<file path="src/rtl/booth_r4_mult.sv">
// Iterative radix-4 Booth multiplier, signed/unsigned, with start/busy/ready handshake.
// Define BOOTH_R4_MULT_HI_OUT_EN to expose the upper product half on out_hi.
module booth_r4_mult #(
    parameter int WIDTH = 32
) (
    input  logic             clock,
    input  logic             reset_n,
    input  logic             start,
    input  logic             is_signed,
    input  logic [WIDTH-1:0] A_in,
    input  logic [WIDTH-1:0] B_in,
    output logic [WIDTH-1:0] out,
    output logic             busy,
    output logic             ready,
`ifdef BOOTH_R4_MULT_HI_OUT_EN
    output logic [WIDTH-1:0] out_hi,
`endif
    output logic             exception
);

    localparam int EW = WIDTH + 2;          // extended operand width
    localparam int PW = 2 * WIDTH + 5;      // product register width
    localparam int SW = WIDTH + 4;          // adder width (room for +/-2A)
    localparam int N  = WIDTH / 2 + 1;      // Booth digits per operation
    localparam int CW = $clog2(N + 1);

    typedef enum logic [1:0] {S_IDLE, S_RUN, S_DONE} state_t;

    state_t            state_q, state_d;
    logic [EW-1:0]     a_q, a_d;
    logic [PW-1:0]     p_q, p_d;
    logic [CW-1:0]     cnt_q, cnt_d;
    logic              sgn_q, sgn_d;
    logic [WIDTH-1:0]  out_q, out_d;
    logic              exc_q, exc_d;
`ifdef BOOTH_R4_MULT_HI_OUT_EN
    logic [WIDTH-1:0]  hi_q, hi_d;
`endif

    logic [SW-1:0]        a_sx, up_sx, addend, sum;
    logic [SW+WIDTH+2:0]  wide;
    logic [PW-1:0]        p_step;
    logic [2*WIDTH-1:0]   prod;
    logic                 exc_step;
    logic                 accept;
    logic [EW-1:0]        a_ext, b_ext;

    // One Booth step: recode the low 3 bits, add digit*A into the upper field, shift by 2.
    always_comb begin
        a_sx  = {{2{a_q[EW-1]}}, a_q};
        up_sx = {{2{p_q[PW-1]}}, p_q[PW-1:WIDTH+3]};
        case (p_q[2:0])
            3'b001, 3'b010: addend = a_sx;
            3'b011:         addend = a_sx << 1;
            3'b100:         addend = -(a_sx << 1);
            3'b101, 3'b110: addend = -a_sx;
            default:        addend = '0;
        endcase
        sum    = up_sx + addend;
        wide   = {sum, p_q[WIDTH+2:0]};
        p_step = PW'(wide >> 2);
        // After the last step the full product sits just above the guard bit.
        prod   = p_step[2*WIDTH:1];
        if (sgn_q)
            exc_step = (prod[2*WIDTH-1:WIDTH] != {WIDTH{prod[WIDTH-1]}});
        else
            exc_step = |prod[2*WIDTH-1:WIDTH];
    end

    always_comb begin
        a_ext = is_signed ? {{2{A_in[WIDTH-1]}}, A_in} : {2'b00, A_in};
        b_ext = is_signed ? {{2{B_in[WIDTH-1]}}, B_in} : {2'b00, B_in};
    end

    assign accept = start && (state_q != S_RUN);

    always_comb begin
        state_d = state_q;
        a_d     = a_q;
        p_d     = p_q;
        cnt_d   = cnt_q;
        sgn_d   = sgn_q;
        out_d   = out_q;
        exc_d   = exc_q;
`ifdef BOOTH_R4_MULT_HI_OUT_EN
        hi_d    = hi_q;
`endif
        case (state_q)
            S_RUN: begin
                p_d   = p_step;
                cnt_d = cnt_q - CW'(1);
                if (cnt_q == CW'(1)) begin
                    state_d = S_DONE;
                    out_d   = prod[WIDTH-1:0];
                    exc_d   = exc_step;
`ifdef BOOTH_R4_MULT_HI_OUT_EN
                    hi_d    = prod[2*WIDTH-1:WIDTH];
`endif
                end
            end
            S_DONE:  state_d = S_IDLE;
            default: state_d = S_IDLE;
        endcase
        // A start in DONE overrides the return to IDLE; results stay held.
        if (accept) begin
            state_d = S_RUN;
            a_d     = a_ext;
            p_d     = {{(WIDTH+2){1'b0}}, b_ext, 1'b0};
            cnt_d   = CW'(N);
            sgn_d   = is_signed;
        end
    end

    always_ff @(posedge clock or negedge reset_n) begin
        if (!reset_n) begin
            state_q <= S_IDLE;
            a_q     <= '0;
            p_q     <= '0;
            cnt_q   <= '0;
            sgn_q   <= 1'b0;
            out_q   <= '0;
            exc_q   <= 1'b0;
`ifdef BOOTH_R4_MULT_HI_OUT_EN
            hi_q    <= '0;
`endif
        end else begin
            state_q <= state_d;
            a_q     <= a_d;
            p_q     <= p_d;
            cnt_q   <= cnt_d;
            sgn_q   <= sgn_d;
            out_q   <= out_d;
            exc_q   <= exc_d;
`ifdef BOOTH_R4_MULT_HI_OUT_EN
            hi_q    <= hi_d;
`endif
        end
    end

    assign out       = out_q;
    assign exception = exc_q;
    assign busy      = (state_q == S_RUN);
    assign ready     = (state_q == S_DONE);
`ifdef BOOTH_R4_MULT_HI_OUT_EN
    assign out_hi    = hi_q;
`endif

endmodule

</file>
<file path="config.mk">
export PLATFORM = sky130hd
export DESIGN_NAME = booth_r4_mult
export DESIGN_NICKNAME = d
export VERILOG_FILES = /design/src/rtl/booth_r4_mult.sv
export SDC_FILE = /design/constraint.sdc
export NUM_CORES = 1
export LEC_CHECK = 0
export BUFFER_PORTS_ARGS = -buffer_cell sky130_fd_sc_hd__buf_2
export CAP_MARGIN = 25
export CELL_PAD_IN_SITES_DETAIL_PLACEMENT = 0
export CELL_PAD_IN_SITES_GLOBAL_PLACEMENT = 1
export CORE_ASPECT_RATIO = 1.75
export CORE_MARGIN = 2
export CORE_UTILIZATION = 25
export CTS_CLUSTER_DIAMETER = 50
export CTS_CLUSTER_SIZE = 12
export DETAILED_ROUTE_END_ITERATION = 16
export PLACE_DENSITY = 0.61
export SLEW_MARGIN = 30
export SYNTH_ARGS = -nofsm -noshare
export SYNTH_HDL_FRONTEND = slang
export SYNTH_SLANG_ARGS = --single-unit
</file>
<file path="constraint.sdc">
create_clock -name clock -period 4.9 [get_ports clock]
set_input_delay 0.98 -clock clock [delete_from_list [all_inputs] [get_ports clock]]
set_output_delay 0.98 -clock clock [all_outputs]
set_load 0.01 [all_outputs]
</file>
==> flow_metrics.env <==
export IMPL_status="completed"
export IMPL_hp_class="reg -> reg"
export IMPL_vias=9491
export IMPL_gr_total_overflow=0
export IMPL_slowest_stage="dfrtp_1"
export IMPL_cts_made_buffers=17
export IMPL_crit_cells=22
export IMPL_cp_slowest_stage_delay_ns=0.39
export IMPL_yosys_register_bits=143
export IMPL_skew_ns=0.0168
export IMPL_grt_pass1_wl_mm=54.0
export IMPL_clk_latency_ns=0.46
export IMPL_antenna_found_initial=2
export IMPL_grt_pass1_vias=9681
export IMPL_criticalPathCategory="reg -> reg"
export IMPL_seqCellArea_um2=3580
export IMPL_multiInputGateArea_um2=6400
export IMPL_die_x_um=154
export IMPL_area_delta_synth_final_pct=33.5
export IMPL_slew_viol_final=0
export IMPL_grtUsageTotal_pct=16.9
export IMPL_routedWlPerCell_um=18.2
export IMPL_worst_ep_required_time_ns=5.21
export IMPL_reg2reg_depth=22
export IMPL_cts_sinks=143
export IMPL_detailedPlace_worstSlack_ns=-0.214
export IMPL_crit_path_end_kind="flip-flop"
export IMPL_diodes=0
export IMPL_worst_slew_pin_transition_ns=0.759
export IMPL_endpoint="exception$_DFFE_PN0P_"
export IMPL_synth_most_common_cell="nand2_1"
export IMPL_layout_drive_gt1_share_pct=31.1
export IMPL_crit_fanout=5
export IMPL_synthesis_area_um2=9840
export IMPL_die_area_um2=41000
export IMPL_ys_types=78
export IMPL_rows=96
export IMPL_holdWs_ns=0.476
export IMPL_cp_top_family="simple AND/OR/NAND/NOR gates"
export IMPL_layout_min_cycle_time_ns=4.78
export IMPL_io_pins=103
export IMPL_cts_hold_buffers=0
export IMPL_avgSynthCellArea_um2=8.45
export IMPL_rrSetupSlack_ns=0.12
export IMPL_cap_violations=0
export IMPL_fmax_mhz=209
export IMPL_ys_seq_area_share_pct=36.4
export IMPL_routed_wl_mm=34.5
export IMPL_place_hpwl_mm=25.6
export IMPL_start_util_pct=25.2
export IMPL_syn_nets=1272
export IMPL_io_buffers=102
export IMPL_drt_initial_drc_count=472
export IMPL_rr_startpoint="a_q[1]$_DFFE_PN0P_"
export IMPL_synthTopCellsByArea="dfrtp_1 (36%), nand2_1 (8.7%), o21ai_0 (6.0%)"
export IMPL_min_path_cells=2
export IMPL_yosys_top_cells_count="nand2_1 (228), dfrtp_1 (143), o21ai_0 (118)"
export IMPL_drtPass1Iterations=5
export IMPL_clk_pin_slew_ns=0.09
export IMPL_startpoint="a_q[1]$_DFFE_PN0P_"
export IMPL_finalWeightedCongestion=0.886
export IMPL_drc=0
export IMPL_numPlacedInstances=1849
export IMPL_setup_ws_ns=0.120
export IMPL_final_hold_viol_count=0
export IMPL_cp_start_kind="flip-flop"
export IMPL_crit_arrival_ns=5.09
export IMPL_layout_nets=1498
export IMPL_grt_max_degree=69
export IMPL_tritoncts="built"
export IMPL_crit_buf_inv=5
export IMPL_yosys_area_top_type="dfrtp_1"
export IMPL_vias_per_cell=5.01
export IMPL_ant_nets=0
export IMPL_setup_viol=0
export IMPL_crit_top_cell="buf_4"
export IMPL_yosys_area_top_type_share_pct=36.4
export IMPL_cts_buffer_depth=2
export IMPL_setup_tns_final_ns=0
export IMPL_finalCritPeriodShare_pct=97.5
export IMPL_reg2reg_to="exception$_DFFE_PN0P_"
export IMPL_synthFlopType="dfrtp_1"
export IMPL_syn_inst=1165
export IMPL_stdcell_count=1894
export IMPL_core_um2=39000
export IMPL_root_buffer="clkbuf_16"
export IMPL_synthArstFlopShare_pct=100
export IMPL_synth_edf_count=0
export IMPL_die_y_um=266
export IMPL_ys_warn_count=0
export IMPL_relSlewSlack_pct=49.4
export IMPL_fill_cells=4042
export IMPL_crit_chain="buf_4, or3_4, nor3_4, buf_6, buf_6, nand2b_4, xnor2_2, a22oi_1, o21ai_1, ha_1, and3_1, a221o_2, buf_4, a22o_4, o41ai_4, buf_4, xnor2_4, nor4_2, nor4b_4, nand4b_1, o32ai_2, a31oi_1"
export IMPL_htree_levels=4
export IMPL_rsz0062_at_grt="true"
## worst min-delay path by stage
stage                          from              endpoint  slack [ns]
2_1_floorplan  cnt_q[3]$_DFFE_PN0P_  cnt_q[3]$_DFFE_PN0P_        0.45
3_3_place_gp     out[7]$_DFFE_PN0P_    out[7]$_DFFE_PN0P_        0.45
3_5_place_dp    out[24]$_DFFE_PN0P_   out[24]$_DFFE_PN0P_        0.46
4_1_cts         out[24]$_DFFE_PN0P_   out[24]$_DFFE_PN0P_        0.48
5_1_grt         out[22]$_DFFE_PN0P_   out[22]$_DFFE_PN0P_        0.50
6_report        out[24]$_DFFE_PN0P_   out[24]$_DFFE_PN0P_        0.48
## registers in the layout, summed over array words and instances, names as in the netlist
name and cells:
out 32, exception 1, cnt_q 5, state_q 2, sgn_q 1, a_q 33
p_q 69
## tightest hold or removal path, stage by stage (launching register included)
cell and delay [ns]:
dfrtp_1 0.34, nand2_1 0.05, nand2_1 0.06
## per-layer routing
metal,wire [um],part of all wire [%],GRT usage [%],vias to the layer above
li1,-,-,-,4615
met3,1260,3.7,2.50,74
met5,24,0.070,0,-
met1,13300,39,18.3,4568
met2,18300,53,31.4,230
met4,1560,4.5,9.12,4
## per-stage QoR
| step | instance area (um^2) | utilization, % |
|---|---|---|
| global route | 13100 | 33.7 |
| global placement | 11900 | 30.6 |
| detailed placement | 11900 | 30.6 |
| floorplan | 9840 | - |
| CTS | 12700 | 32.6 |
| finish | 13100 | 33.7 |
## cell usage in the layout, fill, tap and decap left out, types with 6 or more instances in the layout
cell type and instances:
o21ai_0 106, o21bai_1 7, nor3_1 20, and3_1 7, a21oi_1 35, mux2i_1 35
mux2_2 34, xnor2_2 9, a21oi_2 13, o21ai_2 6, dfrtp_1 143, nand2_1 225
clkbuf_16 17, nand3b_1 31, clkinv_8 6, o21ai_1 25, buf_2 101, a21o_1 13
a22oi_1 34, xor2_1 12, buf_4 168, o21a_1 8, and2_1 8, a31oi_1 7
xnor2_1 37, ha_1 35, nand3_1 11, inv_1 14, nor2_1 64, or3_1 16
## cell type report
| cell class | count | share of cell area [%] |
|---|---|---|
| Tap cell | 490 | 4.67 |
| Multi-Input combinational cell | 935 | 48.7 |
| Timing Repair Buffer | 276 | 14.2 |
| Clock inverter | 15 | 1.43 |
| Clock buffer | 17 | 3.24 |
| Inverter | 18 | 0.514 |
| Sequential cell | 143 | 27.2 |
## kinds of logic (layout without fill, tap and decap cells)
kind of cell / after synthesis / count (layout) / share of synthesized area (%)
compound gates: 315 / 315 / 20.4
flops: 143 / 143 / 36.4
mux: 69 / 69 / 7.45
buf+inv: 87 / 326 / 3.36
simple gates: 449 / 449 / 21.8
xor+xnor: 63 / 63 / 5.61
fa+ha+maj: 39 / 39 / 5.03
## repair_timing
item	in CTS	in global routing
resized for setup	29	77
buffers inserted	4	9
pin swaps	10	42
setup endpoints to repair	3	6
Power is not shown: default switching activity piles up to over one toggle a cycle in this logic, so the estimate is an artifact.
